<file path="src/rtl/asteroids_pkg.sv">
// Shared constants, entity field layout and FSM encoding for the collision detector.
package asteroids_pkg;

  localparam int ENTITY_SIZE = 34;
  localparam int ACTIVE_BIT  = 33;
  localparam int Y_HI        = 25;
  localparam int Y_LO        = 16;
  localparam int X_HI        = 15;
  localparam int X_LO        = 6;
  localparam int DIR_HI      = 5;
  localparam int DIR_LO      = 0;

  localparam int COORD_W = 10;
  localparam int BOX_W   = 5;

  localparam logic [BOX_W-1:0] SHIP_BOX = 5'd8;
  localparam logic [BOX_W-1:0] AST_BOX  = 5'd16;
  localparam logic [BOX_W-1:0] SHOT_BOX = 5'd2;

  typedef enum logic [2:0] {
    IDLE,
    SHOT_SCAN,
    EMIT,
    SHIP_SCAN,
    DONE
  } state_t;

  // Only the fields the comparator needs are kept in the snapshot.
  typedef struct packed {
    logic               active;
    logic [COORD_W-1:0] y;
    logic [COORD_W-1:0] x;
  } ent_t;

  function automatic ent_t unpack_entity(input logic [ENTITY_SIZE-1:0] w);
    ent_t e;
    e.active = w[ACTIVE_BIT];
    e.y      = w[Y_HI:Y_LO];
    e.x      = w[X_HI:X_LO];
    return e;
  endfunction

endpackage

</file>
<file path="src/rtl/collision_detector_if.sv">
// Hit stream from the collision detector towards the shot controller.
interface collision_detector_if #(
  parameter int MAX_ASTEROIDS = 3,
  parameter int MAX_SHOTS     = 3
);
  logic                             hit_valid;
  logic                             hit_ready;
  logic [$clog2(MAX_SHOTS)-1:0]     hit_shot;
  logic [$clog2(MAX_ASTEROIDS)-1:0] hit_asteroid;

  modport master (output hit_valid, output hit_shot, output hit_asteroid, input hit_ready);
  modport slave  (input hit_valid, input hit_shot, input hit_asteroid, output hit_ready);
endinterface

</file>
<file path="src/rtl/bbox_overlap.sv">
// Square bounding-box overlap test on half-open intervals, widened by one bit so
// boxes near the right/bottom screen edge never wrap around.
module bbox_overlap
  import asteroids_pkg::*;
(
  input  logic [COORD_W-1:0] i_ax,
  input  logic [COORD_W-1:0] i_ay,
  input  logic [BOX_W-1:0]   i_aw,
  input  logic [COORD_W-1:0] i_bx,
  input  logic [COORD_W-1:0] i_by,
  input  logic [BOX_W-1:0]   i_bw,
  output logic               o_overlap
);
  logic [COORD_W:0] w_ax_end, w_ay_end, w_bx_end, w_by_end;

  assign w_ax_end = {1'b0, i_ax} + {{(COORD_W+1-BOX_W){1'b0}}, i_aw};
  assign w_ay_end = {1'b0, i_ay} + {{(COORD_W+1-BOX_W){1'b0}}, i_aw};
  assign w_bx_end = {1'b0, i_bx} + {{(COORD_W+1-BOX_W){1'b0}}, i_bw};
  assign w_by_end = {1'b0, i_by} + {{(COORD_W+1-BOX_W){1'b0}}, i_bw};

  assign o_overlap = ({1'b0, i_ax} < w_bx_end) && ({1'b0, i_bx} < w_ax_end) &&
                     ({1'b0, i_ay} < w_by_end) && ({1'b0, i_by} < w_ay_end);
endmodule

</file>
<file path="src/rtl/collision_detector.sv">
// Per-tick collision scan: shot/asteroid pairs first (emitting hits), then ship
// against every asteroid, using a single time-multiplexed box comparator.
module collision_detector
  import asteroids_pkg::*;
#(
  parameter int MAX_ASTEROIDS = 3,
  parameter int MAX_SHOTS     = 3
) (
  input  logic                                           clk,
  input  logic                                           reset_n,
  input  logic                                           start,
  input  logic [ENTITY_SIZE-1:0]                         ship,
  input  logic [MAX_ASTEROIDS-1:0][ENTITY_SIZE-1:0]      asteroids,
  input  logic [MAX_SHOTS-1:0][ENTITY_SIZE-1:0]          shots,
  output logic                                           busy,
  output logic                                           done,
  output logic                                           ship_hit,
  output logic [MAX_ASTEROIDS-1:0]                       ast_hit_mask,
  collision_detector_if.master                           hit_if
);
  localparam int AW = $clog2(MAX_ASTEROIDS);
  localparam int SW = $clog2(MAX_SHOTS);
  localparam logic [AW-1:0] A_LAST = AW'(MAX_ASTEROIDS - 1);
  localparam logic [SW-1:0] S_LAST = SW'(MAX_SHOTS - 1);

  state_t                     r_state;
  ent_t                       r_ship;
  ent_t [MAX_ASTEROIDS-1:0]   r_ast;
  ent_t [MAX_SHOTS-1:0]       r_shots;
  ent_t [MAX_ASTEROIDS-1:0]   w_ast_in;
  ent_t [MAX_SHOTS-1:0]       w_shots_in;
  logic [AW-1:0]              r_a, w_a_next, r_hit_ast;
  logic [SW-1:0]              r_s, w_s_next, r_hit_shot;
  logic [MAX_ASTEROIDS-1:0]   r_mask, r_ast_hit_mask;
  logic [MAX_SHOTS-1:0]       r_spent;
  logic                       r_ship_acc, r_ship_hit, r_busy, r_done, r_hit_valid;
  ent_t                       w_ast_cur, w_shot_cur, w_a_ent;
  logic [BOX_W-1:0]           w_a_box;
  logic                       w_in_ship, w_overlap, w_pair_hit, w_ship_term, w_last_pair;
  logic                       w_unused;

  genvar gi;
  generate
    for (gi = 0; gi < MAX_ASTEROIDS; gi++) begin : g_ast_in
      assign w_ast_in[gi] = unpack_entity(asteroids[gi]);
    end
    for (gi = 0; gi < MAX_SHOTS; gi++) begin : g_shot_in
      assign w_shots_in[gi] = unpack_entity(shots[gi]);
    end
  endgenerate

  // Reserved and direction bits are deliberately ignored.
  assign w_unused = ^{ship, asteroids, shots};

  assign w_ast_cur  = r_ast[r_a];
  assign w_shot_cur = r_shots[r_s];
  assign w_in_ship  = (r_state == SHIP_SCAN);
  assign w_a_ent    = w_in_ship ? r_ship : w_shot_cur;
  assign w_a_box    = w_in_ship ? SHIP_BOX : SHOT_BOX;

  bbox_overlap u_overlap (
    .i_ax      (w_a_ent.x),
    .i_ay      (w_a_ent.y),
    .i_aw      (w_a_box),
    .i_bx      (w_ast_cur.x),
    .i_by      (w_ast_cur.y),
    .i_bw      (AST_BOX),
    .o_overlap (w_overlap)
  );

  assign w_pair_hit  = w_shot_cur.active & w_ast_cur.active & ~r_spent[r_s] & ~r_mask[r_a] & w_overlap;
  assign w_ship_term = r_ship.active & w_ast_cur.active & w_overlap;
  assign w_last_pair = (r_s == S_LAST) && (r_a == A_LAST);
  assign w_a_next    = (r_a == A_LAST) ? '0 : AW'(r_a + 1'b1);
  assign w_s_next    = (r_a == A_LAST) ? SW'(r_s + 1'b1) : r_s;

  always_ff @(posedge clk or posedge reset_n) begin
    if (reset_n) begin
      r_state        <= IDLE;
      r_ship         <= '0;
      r_ast          <= '0;
      r_shots        <= '0;
      r_a            <= '0;
      r_s            <= '0;
      r_mask         <= '0;
      r_spent        <= '0;
      r_ship_acc     <= 1'b0;
      r_ship_hit     <= 1'b0;
      r_ast_hit_mask <= '0;
      r_busy         <= 1'b0;
      r_done         <= 1'b0;
      r_hit_valid    <= 1'b0;
      r_hit_shot     <= '0;
      r_hit_ast      <= '0;
    end else begin
      r_done <= 1'b0;
      case (r_state)
        IDLE: begin
          if (start) begin
            r_ship     <= unpack_entity(ship);
            r_ast      <= w_ast_in;
            r_shots    <= w_shots_in;
            r_a        <= '0;
            r_s        <= '0;
            r_mask     <= '0;
            r_spent    <= '0;
            r_ship_acc <= 1'b0;
            r_busy     <= 1'b1;
            r_state    <= SHOT_SCAN;
          end
        end
        SHOT_SCAN: begin
          if (w_pair_hit) begin
            r_mask[r_a]  <= 1'b1;
            r_spent[r_s] <= 1'b1;
            r_hit_shot   <= r_s;
            r_hit_ast    <= r_a;
            r_hit_valid  <= 1'b1;
            r_state      <= EMIT;
          end else if (w_last_pair) begin
            r_a     <= '0;
            r_state <= SHIP_SCAN;
          end else begin
            r_a <= w_a_next;
            r_s <= w_s_next;
          end
        end
        EMIT: begin
          // The pair indices still point at the hit pair, so resume after it.
          if (hit_if.hit_ready) begin
            r_hit_valid <= 1'b0;
            if (w_last_pair) begin
              r_a     <= '0;
              r_state <= SHIP_SCAN;
            end else begin
              r_a     <= w_a_next;
              r_s     <= w_s_next;
              r_state <= SHOT_SCAN;
            end
          end
        end
        SHIP_SCAN: begin
          r_ship_acc <= r_ship_acc | w_ship_term;
          if (r_a == A_LAST) begin
            r_ship_hit     <= r_ship_acc | w_ship_term;
            r_ast_hit_mask <= r_mask;
            r_done         <= 1'b1;
            r_state        <= DONE;
          end else begin
            r_a <= w_a_next;
          end
        end
        DONE: begin
          r_busy  <= 1'b0;
          r_state <= IDLE;
        end
        default: r_state <= IDLE;
      endcase
    end
  end

  assign busy                = r_busy;
  assign done                = r_done;
  assign ship_hit            = r_ship_hit;
  assign ast_hit_mask        = r_ast_hit_mask;
  assign hit_if.hit_valid    = r_hit_valid;
  assign hit_if.hit_shot     = r_hit_shot;
  assign hit_if.hit_asteroid = r_hit_ast;
endmodule

</file>
<file path="src/flat_wrapper.sv">
// flat-port wrapper written by rule: the top's interface ports become plain ports
module collision_detector_flat import asteroids_pkg::*;
#(
  parameter int MAX_ASTEROIDS = 3,
  parameter int MAX_SHOTS     = 3
)
  (clk, reset_n, start, ship, asteroids, shots, busy, done, ship_hit, ast_hit_mask, hit_if_hit_valid, hit_if_hit_shot, hit_if_hit_asteroid, hit_if_hit_ready);
  collision_detector_if #(.MAX_ASTEROIDS(MAX_ASTEROIDS), .MAX_SHOTS(MAX_SHOTS)) hit_if_i ();
  input  logic clk;
  input  logic reset_n;
  input  logic start;
  input  logic [ENTITY_SIZE-1:0] ship;
  input  logic [MAX_ASTEROIDS-1:0][ENTITY_SIZE-1:0] asteroids;
  input  logic [MAX_SHOTS-1:0][ENTITY_SIZE-1:0] shots;
  output logic busy;
  output logic done;
  output logic ship_hit;
  output logic [MAX_ASTEROIDS-1:0] ast_hit_mask;
  output wire logic [$bits(hit_if_i.hit_valid)-1:0] hit_if_hit_valid;
  output wire logic [$bits(hit_if_i.hit_shot)-1:0] hit_if_hit_shot;
  output wire logic [$bits(hit_if_i.hit_asteroid)-1:0] hit_if_hit_asteroid;
  input wire logic [$bits(hit_if_i.hit_ready)-1:0] hit_if_hit_ready;
  assign hit_if_hit_valid = hit_if_i.hit_valid;
  assign hit_if_hit_shot = hit_if_i.hit_shot;
  assign hit_if_hit_asteroid = hit_if_i.hit_asteroid;
  assign hit_if_i.hit_ready = hit_if_hit_ready;
  collision_detector #(.MAX_ASTEROIDS(MAX_ASTEROIDS), .MAX_SHOTS(MAX_SHOTS)) u_core (.clk(clk), .reset_n(reset_n), .start(start), .ship(ship), .asteroids(asteroids), .shots(shots), .busy(busy), .done(done), .ship_hit(ship_hit), .ast_hit_mask(ast_hit_mask), .hit_if(hit_if_i));
endmodule
</file>
<file path="config.mk">
export PLATFORM = sky130hd
export DESIGN_NAME = collision_detector_flat
export DESIGN_NICKNAME = d
export VERILOG_FILES = /design/src/rtl/asteroids_pkg.sv /design/src/rtl/collision_detector_if.sv /design/src/rtl/bbox_overlap.sv /design/src/rtl/collision_detector.sv /design/src/flat_wrapper.sv
export SDC_FILE = /design/constraint.sdc
export NUM_CORES = 1
export LEC_CHECK = 0
export ABC_AREA = 1
export CORE_UTILIZATION = 31
export CTS_CLUSTER_SIZE = 30
export DETAILED_ROUTE_END_ITERATION = 6
export GPL_TIMING_DRIVEN = 0
export PLACE_DENSITY = 0.64
export SLEW_MARGIN = 15
export SYNTH_ARGS = -nofsm -noshare
export SYNTH_HDL_FRONTEND = slang
export SYNTH_SLANG_ARGS = --single-unit
</file>
<file path="constraint.sdc">
create_clock -name clk -period 16.1 [get_ports clk]
set_input_delay 3.22 -clock clk [delete_from_list [all_inputs] [get_ports clk]]
set_output_delay 3.22 -clock clk [all_outputs]
set_load 0.01 [all_outputs]
</file>
==> results of run 1 <==
## per-layer routing
| layer | global-route usage [%] | routed length (µm) | vias up |
|---|---|---|---|
| li1 | - | - | 4268 |
| met1 | 27.6 | 13800 | 3990 |
| met2 | 29.8 | 12600 | 317 |
| met3 | 4.13 | 2240 | 32 |
| met4 | 6.12 | 620 | 0 |
| met5 | 0 | 0 | - |
## logic make-up (layout without fill, tap and decap cells)
group,count (synthesis),in the layout
buf+inv,143,337
compound gates,110,110
xor+xnor,22,22
fa+ha+maj,46,46
simple gates,749,749
flops,172,172
## cell type report
cell class / instances / share of cell area, %
sequential: 172 / 35.4
tap: 390 / 4.02
timing repair buffer: 162 / 13.5
clock inverter: 15 / 1.48
clock buffer: 17 / 3.50
buffer: 53 / 2.41
multi-input combinational: 927 / 36.8
inverter: 90 / 2.85
## power by group through the flow
stage	combinational [W]	clock (W)	sequential, W
after global routing	0.00161	0.000449	0.000769
after floorplan	0.00101	0	0.000720
after CTS	0.00141	0.000433	0.000746
after detailed placement	0.00140	0	0.000751
final	0.00141	0.000427	0.000749
after global placement	0.00136	0	0.000749
## cells in the mapped netlist (7+ instances only)
| library cell | n |
|---|---|
| nand2_1 | 568 |
| dfrtp_1 | 172 |
| nor2_1 | 87 |
| inv_1 | 79 |
| nand3_1 | 60 |
| ha_1 | 46 |
| o21ai_0 | 40 |
| clkbuf_1 | 32 |
| a21oi_1 | 24 |
| xor2_1 | 13 |
| inv_2 | 9 |
| o21ai_1 | 9 |
| xnor2_1 | 9 |
| nand4_1 | 7 |
| o211ai_1 | 7 |
## state kept, by name (all words and copies together), names as in the netlist, 2 cells and up
name                        count
u_core.ast_hit_mask             3
u_core.r_mask                   3
u_core.r_state                  3
u_core.r_shots                 63
u_core.r_a                      2
u_core.r_ship                  21
u_core.r_s                      2
u_core.r_spent                  3
u_core.hit_if.hit_asteroid      2
u_core.hit_if.hit_shot          2
u_core.r_ast                   63
## worst min-delay path, stage by stage (launching register included)
cell and delay (ns):
dfrtp_1 0.34, nand2_1 0.05, nand2_1 0.05
## through the flow
stage               total power (W)  setup slack, ns  util (%)  cell area (µm²)
finish                      0.00259            10.48      40.9            12200
global route                0.00283            10.32      40.9            12200
CTS                         0.00259            10.50      40.9            12200
detailed placement          0.00215            10.04      38.9            11500
global placement            0.00211             5.70      38.7            11500
floorplan                   0.00173             8.22         -             9410
## worst min-delay path by stage
stage | start | endpoint | slack [ns] | cells past startpoint
6_report | u_core.r_ship[0] | u_core.r_ship[0] | 0.47 | 2
5_1_grt | u_core.r_shots[58] | u_core.r_shots[58] | 0.49 | 2
4_1_cts | u_core.r_ship[10] | u_core.r_ship[10] | 0.47 | 2
3_5_place_dp | u_core.r_shots[32] | u_core.r_shots[32] | 0.45 | 2
3_3_place_gp | u_core.r_ship[0] | u_core.r_ship[0] | 0.45 | 2
2_1_floorplan | u_core.r_ship[10] | u_core.r_ship[10] | 0.43 | 2
==> flow_metrics.env, run 1 <==
export IMPL_slew_violations=0
export IMPL_setup_viol=0
export IMPL_drcViolationCount=0
export IMPL_cts_tree="built"
export IMPL_synthAdderAreaFrac_pct=6.12
export IMPL_drv_cap=0
export IMPL_via_count=8607
export IMPL_min_period_over_period_pct=34.9
export IMPL_cp_start_kind="primary input"
export IMPL_combPwrFrac_pct=54.6
export IMPL_top_level_ports=253
export IMPL_switching_share_pct=45.8
export IMPL_syn_area_per_cell_um2=7.58
export IMPL_synth_area_leaders="dfrtp_1, nand2_1, ha_1"
export IMPL_dp_hpwl_um=22300
export IMPL_clk_pin_slew_worst_paths_ns=0.07
export IMPL_ys_warnings_count=0
export IMPL_slowest_stage="nor3_1"
export IMPL_drtIter0Drc=760
export IMPL_ys_seq_elements=172
export IMPL_tns_ns=0
export IMPL_grt_pass1_vias=8402
export IMPL_min_path_type="flop to flop"
export IMPL_path_delay_family="buffers and inverters"
export IMPL_holdWs_ns=0.468
export IMPL_die_y_um=176
export IMPL_min_period_ns=5.62
export IMPL_crit_start="start"
export IMPL_diodes=0
export IMPL_grt_max_degree=93
export IMPL_layout_cells_non_filler=1826
export IMPL_synth_fp_nets=1530
export IMPL_dieWidth_um=176
export IMPL_numClockSinks=172
export IMPL_ant_nets=0
export IMPL_rsz0062_at_grt="false"
export IMPL_cts_buffers=17
export IMPL_relSlewSlack_pct=34.6
export IMPL_worst_path_max_fanout=10
export IMPL_core_um2=29700
export IMPL_synth_top_family_by_area="simple AND/OR/NAND/NOR gates"
export IMPL_skew_ns=0.00949
export IMPL_antenna_found_initial=0
export IMPL_rows=63
export IMPL_io_buffers=161
export IMPL_synth_simple_area_share_pct=32.0
export IMPL_netlist_area_um2=9410
export IMPL_fin_nets=1711
export IMPL_switching_power_w=0.00118
export IMPL_yosysTopAreaCell="dfrtp_1"
export IMPL_pwr_share_clk_pct=16.5
export IMPL_cp_depth=7
export IMPL_clkLatencyLatePin_ns=0.44
export IMPL_syn_to_final_growth_pct=29.1
export IMPL_vias_per_cell=4.71
export IMPL_gr_total_overflow=0
export IMPL_cts_setup_buffers=0
export IMPL_irDropWorstVdd_mv=0.120
export IMPL_cts_hold_buf=0
export IMPL_placed_cells=1794
export IMPL_p_seq_share_pct=28.9
export IMPL_synth_edf_count=0
export IMPL_gp_congestion=0.859
export IMPL_muxShareOfSynthArea_pct=0
export IMPL_final_cell_mix="nand2_1, dfrtp_1, clkdlybuf4s50_1, nor2_1, inv_1"
export IMPL_layout_drive_gt1_share_pct=6.48
export IMPL_cts_resized=0
export IMPL_finalHoldViolations=0
export IMPL_cp_num_buf_inv=4
export IMPL_ys_types=44
export IMPL_grt_pass1_wl_um=45800
export IMPL_p_leak_nw=6.03
export IMPL_synth_seq_area_share_pct=45.7
export IMPL_final_common_cell="nand2_1"
export IMPL_status="finished, final reports clean"
export IMPL_htree_levels=4
export IMPL_regToRegSetupSlack_ns=11.39
export IMPL_yosysTopAreaCellShare_pct=45.7
export IMPL_synth_compound_area_share_pct=7.37
export IMPL_crit_end="u_core.r_shots[11]"
export IMPL_clockRootBuffer="clkbuf_16"
export IMPL_crit_type="primary input to flop"
export IMPL_initial_core_util_pct=31.7
export IMPL_num_fill_cells=3023
export IMPL_max_clock_path_buffers=2
export IMPL_fmax_mhz=178
export IMPL_ys_dominant_reg_cell="dfrtp_1"
export IMPL_drt_wirelength_per_cell_um=16.0
export IMPL_power_density_nw_per_um2=213
export IMPL_drt_pass1_iterations=5
export IMPL_r2r_cells=26
export IMPL_synth_xor_area_share_pct=2.05
export IMPL_grt_use_total_pct=19.6
export IMPL_seqCellArea_um2=4300
export IMPL_critPathMaxStageDelay_ns=0.78
export IMPL_tightest_slew_ns=0.974
export IMPL_routed_wl_um=29300
export IMPL_synthArstFlopShare_pct=100
export IMPL_worstReg2RegStart="u_core.r_state[0]"
export IMPL_end_kind="flop"
export IMPL_crit_required_ns=16.48
export IMPL_p_int_w=0.00140
export IMPL_cp_data_arrival_time_ns=6.00
export IMPL_multi_input_area_um2=4480
export IMPL_crit_chain="clkdlybuf4s50_1, inv_1, nor3_1, clkbuf_1, clkbuf_1, nand2_1, nand2_1"
export IMPL_syn_instance_count=1242
export IMPL_dieArea_um2=31100
export IMPL_r2r_end="u_core.r_mask[1]"
Note: power is estimated with default switching activity, not from simulation.
==> run 2, diff against run 1 <==
==> constraint.sdc (replaced) <==
create_clock -name clk -period 5.9 [get_ports clk]
set_input_delay 1.18 -clock clk [delete_from_list [all_inputs] [get_ports clk]]
set_output_delay 1.18 -clock clk [all_outputs]
set_load 0.01 [all_outputs]
==> results of run 2 <==
Same layout as run 1 (identical final DEF). Status: finished, final reports clean.
Main changes from that run: setup slack after placement 10.04 ns -> 1.27 ns; setup slack after layout 10.48 ns -> 1.19 ns; start point of the critical path start -> u_core.r_state[0]; end point of the critical path u_core.r_shots[11] -> u_core.r_mask[1]; register-to-register setup slack 11.39 ns -> 1.19 ns; total power 0.00259 W -> 0.00706 W; worst IR drop on VDD 0.120 mV -> 0.328 mV
